===== config.mk =====
export PLATFORM = sky130hd
export DESIGN_NAME = aes_byte_scanner
export DESIGN_NICKNAME = d
export VERILOG_FILES = /design/src/rtl/aes_byte_scanner.sv
export SDC_FILE = /design/constraint.sdc
export NUM_CORES = 1
export LEC_CHECK = 0
export ABC_CLOCK_PERIOD_IN_PS = 7600
export BUFFER_PORTS_ARGS = -buffer_cell sky130_fd_sc_hd__buf_2
export CAP_MARGIN = 20
export CELL_PAD_IN_SITES_DETAIL_PLACEMENT = 1
export CELL_PAD_IN_SITES_GLOBAL_PLACEMENT = 1
export CORE_ASPECT_RATIO = 1.1
export CORE_MARGIN = 10
export CORE_UTILIZATION = 49
export DETAILED_ROUTE_END_ITERATION = 6
export PLACE_DENSITY = 0.92
export SYNTH_ARGS = -nofsm -noshare
export SYNTH_HDL_FRONTEND = slang
export SYNTH_SLANG_ARGS = --single-unit

===== constraint.sdc =====
create_clock -name clk -period 7.6 [get_ports clk]
set_input_delay 1.14 -clock clk [delete_from_list [all_inputs] [get_ports clk]]
set_output_delay 1.14 -clock clk [all_outputs]
set_load 0.005 [all_outputs]

===== src/rtl/aes_byte_scanner.sv =====
// aes_byte_scanner: latches a 128-bit AES result block and presents it
// one byte at a time for a 3-digit 7-segment display.
//
// Ports:
//   clk      - system clock, all state on rising edge
//   rst      - asynchronous active-low reset
//   load     - single-cycle strobe, captures block_in and starts a scan
//   block_in - result block [0:127], byte 0 = bits [0:7]
//   step     - raw push-button level, asynchronous to clk
//   auto_en  - 1 = advance on the dwell timer
//   byte_out - currently selected byte (registered)
//   byte_idx - index of byte_out, 0..15 (registered)
//   busy     - 1 while a block is being shown
//   done     - one-cycle pulse when the scan wraps from byte 15 to 0
module aes_byte_scanner #(
    parameter int unsigned DWELL_CYCLES = 32'd50000000
) (
    input  logic         clk,
    input  logic         rst,
    input  logic         load,
    input  logic [0:127] block_in,
    input  logic         step,
    input  logic         auto_en,
    output logic [7:0]   byte_out,
    output logic [3:0]   byte_idx,
    output logic         busy,
    output logic         done
);

    typedef enum logic {
        IDLE,
        SHOW
    } state_e;

    localparam logic [31:0] DWELL_LAST = 32'(DWELL_CYCLES - 1);

    state_e       state_q;
    logic [0:127] shadow_q;
    logic [3:0]   idx_q;
    logic [7:0]   byte_q;
    logic [31:0]  cnt_q;
    logic         done_q;

    logic         sync1_q;
    logic         sync2_q;
    logic         hist_q;

    logic         step_pulse;
    logic         expire;
    logic         advance;
    logic [3:0]   idx_d;
    logic [7:0]   byte_d;

    // Two-flop synchroniser plus a history flop for edge detection.
    always_ff @(posedge clk or negedge rst) begin
        if (!rst) begin
            sync1_q <= 1'b0;
            sync2_q <= 1'b0;
            hist_q  <= 1'b0;
        end else begin
            sync1_q <= step;
            sync2_q <= sync1_q;
            hist_q  <= sync2_q;
        end
    end

    assign step_pulse = sync2_q & ~hist_q;
    assign expire     = auto_en && (cnt_q == DWELL_LAST);
    assign advance    = (state_q == SHOW) && (step_pulse || expire);

    // Next byte is pre-selected so byte_out and byte_idx move together.
    assign idx_d  = idx_q + 4'd1;
    assign byte_d = shadow_q[{idx_d, 3'b000} +: 8];

    always_ff @(posedge clk or negedge rst) begin
        if (!rst) begin
            state_q  <= IDLE;
            shadow_q <= '0;
            idx_q    <= '0;
            byte_q   <= '0;
            cnt_q    <= '0;
            done_q   <= 1'b0;
        end else begin
            done_q <= 1'b0;
            if (load) begin
                // A capture overrides any coincident advance.
                state_q  <= SHOW;
                shadow_q <= block_in;
                idx_q    <= '0;
                byte_q   <= block_in[0:7];
                cnt_q    <= '0;
            end else begin
                unique case (state_q)
                    IDLE: begin
                        state_q <= IDLE;
                    end
                    SHOW: begin
                        if (advance) begin
                            idx_q  <= idx_d;
                            byte_q <= byte_d;
                            cnt_q  <= '0;
                            done_q <= (idx_q == 4'd15);
                        end else if (auto_en) begin
                            cnt_q <= cnt_q + 32'd1;
                        end
                    end
                    default: begin
                        state_q <= IDLE;
                    end
                endcase
            end
        end
    end

    assign byte_out = byte_q;
    assign byte_idx = idx_q;
    assign busy     = (state_q == SHOW);
    assign done     = done_q;

endmodule


==> impl_results.md <==
* FF+latch area at 4430 um2
* Core area at 16400 um2
* Post-synth ARST share at 1.00
* Routed wire per std cell at 26.9 um
* Top cells by area, synth: dfrtp_1 54%, mux2_2 17%, mux4_2 11%
* Global routing usage on met2 at 0.419
* Crit end category: flip-flop
* Root buffer cell: clkbuf_16
* PostCTS Resize Cnt at 0
* R2R Setup Slk at 4600 ps
* Routed WL at 25700 um
* EDFF count, synth at 0
* First-pass GRT wire length at 38900 um
* Initial antenna violation count at 0
* Post-Synthesis Cells at 602
* I/O Buffers at 146
* Max-slew headroom at 0.255
* Clk pwr share at 0.403
* Placed insts at 921
* Hold WC Path Type: reg -> reg
* N_diodes at 0
* Final setup viols at 0
* CTS tree: built
* Buffer count from post-CTS setup fixing at 0
* Power Density at 240 nW/um2
* Leakage power at 4.24 nW
* Max-cap violations at 0
* DP HPWL at 18100 um
* Via density at 6.06
* Net Sw Power at 0.000571 W
* Die X at 143 um
* Antenna Violating Nets Remaining at 0
* Setup crit start kind: input pin
* Nets@finish at 872
* Mapped Area at 8160 um2
* Clk sinks at 177
* RSZ-0062 raised after global routing: false
* Layout cells sized above 1 at 0.467
* I/O Pins at 147
* Top cell types by occurrence after synthesis: 177 x dfrtp_1, 121 x mux2_2, 40 x mux4_2
* Netlist cell types at 41
* Seq/Total Area, Yosys at 0.543
* Biggest area consumer among synthesized cells: dfrtp_1
* Worst setup path class: in -> reg
* Layout Cells excl Fill at 953
* Outcome: finished clean
* Final Cell Area at 9730 um2
* Sequential share of power at 0.459
* Hold Fails Final Rpt at 0
* Final min period at 3490 ps
* Critical path arrival at 3830 ps
* Final TNS setup at 0 ps
* Syn nets at 737
* Number of global-route vias before repair at 6672
* Switching share of power at 0.245
* Layout area overhead at 19.2%
* Slew @ Worst Pin at 1110 ps
* Footprint of the multi-input gates at 3550 um2
* Crit share post-route at 0.459
* Count leader, synth: dfrtp_1
* Met1 Use GR at 0.256
* Die height at 155 um
* Data required, critical path at 7940 ps
* Worst-Skew Late Latency at 430 ps
* Die area at 22200 um2
* Placed cell area at 9070 um2
* GRT met3 Usage at 0.0475
* Max Freq at 286 MHz
* RePlAce Congestion at 0.879
* Mean Syn Cell Area at 13.6 um2
* Filler cell count at 1650
* Cell row count at 49
* Deepest level of the CTS H-tree at 4
* Total CTS buffers at 17
* CP max FO at 79
* Worst vdd ir at 0.000152 V
* Synth Register Bits at 177
* Max-slew violation count at 0
* Synth top area share at 0.543
* Longest Clk Path Bufs at 2
* Logic pwr share at 0.138
* Initial drt markers at 454
* Pint at 0.00176 W
* GRT overflow at 0
* Total GRT Usage at 0.231
* Starting Density at 0.499
* DRC at 0
* Drt first pass iters at 4
* CTS clk-pin slew, worst paths at 60 ps
* Final setup skew at 9.69 ps
* Cts hold-fix bufs at 0
* Ys Warns at 0
* Largest net degree at the start of global routing at 94
* Predominant post-synthesis flop cell: dfrtp_1
* Vias at 5776
* Grt peak-use layer: met2
[worst paths after layout]
check,start,end,cells past startpoint
worst max register to register,byte_idx[1]$_DFFE_PN0P_,byte_out[4]$_DFFE_PN0P_,6
worst min-delay path,sync1_q$_DFF_PN0_,sync2_q$_DFF_PN0_,0
max in group asynchronous,rst,shadow_q[98]$_DFFE_PN0P_,3
worst min register to register,sync1_q$_DFF_PN0_,sync2_q$_DFF_PN0_,0
min in group asynchronous,rst,shadow_q[111]$_DFFE_PN0P_,1
worst max-delay path,load,cnt_q[25]$_DFFE_PN0P_,6
[cell families (layout without fill, tap and decap cells)]
kind of cell,Yosys count,in the layout,share of synthesized area
AOI/OAI and AO/OA,83,83,0.0613
xor gates and xnor gates,5,5,0.00536
DFF,177,177,0.543
muxes,171,171,0.290
and+or+nand+nor,113,113,0.0739
buffers and inverters,51,198,0.0244
adders and majority gates,2,2,0.00306
[flip-flops by register name (all words and copies together) (netlist names)]
| name | count |
|---|---|
| sync1_q | 1 |
| sync2_q | 1 |
| hist_q | 1 |
| byte_out | 8 |
| byte_idx | 4 |
| done | 1 |
| shadow_q | 128 |
| busy | 1 |
| cnt_q | 32 |
[metal layers]
layer  part of all wire  up-vias
met1               0.37     3014
met2               0.55      195
li1                   -     2517
met3              0.054       50
met5                  0        -
met4              0.026        0
[worst max-delay path, stage by stage]
cell	delay (ps)
buf_6	260
or4b_1	790
nor2_2	650
buf_4	460
a21bo_2	270
a31oi_1	170
[cells in the final DEF, fill, tap and decap left out, types with 2 or more instances in the layout]
| cell type | Yosys | layout |
|---|---|---|
| a21o_1 | 2 | 2 |
| a21oi_1 | 20 | 20 |
| a31oi_1 | 23 | 23 |
| a41oi_1 | 4 | 4 |
| and3_1 | 5 | 5 |
| and4_1 | 2 | 2 |
| buf_2 | 6 | 144 |
| buf_4 | 0 | 6 |
| buf_6 | 0 | 2 |
| bufinv_16 | 0 | 4 |
| clkbuf_1 | 24 | 3 |
| clkbuf_16 | 0 | 17 |
| clkbuf_8 | 0 | 3 |
| clkinvlp_4 | 0 | 2 |
| dfrtp_1 | 177 | 176 |
| ha_1 | 2 | 2 |
| inv_1 | 14 | 14 |
| mux2_2 | 121 | 121 |
| mux2i_1 | 10 | 10 |
| mux4_2 | 40 | 40 |
| nand2_1 | 31 | 31 |
| nand2b_1 | 5 | 5 |
| nand3_1 | 17 | 17 |
| nand4_1 | 8 | 8 |
| nor2_1 | 15 | 15 |
| nor2b_1 | 2 | 2 |
| nor3_1 | 7 | 7 |
| nor4_1 | 4 | 4 |
| nor4b_1 | 2 | 2 |
| o21ai_0 | 27 | 27 |
| o2bb2ai_1 | 2 | 2 |
| or3_1 | 4 | 4 |
| or4_1 | 5 | 5 |
| xnor2_1 | 2 | 2 |
| xor2_1 | 3 | 3 |
[area by class of cell]
type | instances | share of cell area
timing repair buffer | 153 | 0.0838
clock buffer | 23 | 0.0491
multi-input combinational | 374 | 0.365
inverter | 14 | 0.00540
tap | 204 | 0.0262
sequential | 177 | 0.455
clock inverter | 8 | 0.0156
[stage by stage]
stage / setup WS [ps] / hold slack (ps) / total power, W / util
after global routing: 4020 / 373 / 0.00241 / 0.594
final: 4110 / 360 / 0.00233 / 0.594
after floorplan: 4730 / 331 / 0.00125 / -
after detailed placement: 3800 / 349 / 0.00140 / 0.554
after global placement: 3980 / 335 / 0.00136 / 0.554
after CTS: 4220 / 363 / 0.00234 / 0.593
[power by group through the flow]
stage,clock network (W),registers [W],logic (W)
floorplan,0,0.00106,0.000191
global placement,0,0.00107,0.000295
detailed placement,0,0.00109,0.000314
CTS,0.000946,0.00107,0.000320
global route,0.000993,0.00108,0.000342
finish,0.000940,0.00107,0.000322
Note: power is estimated with default switching activity, not from simulation.
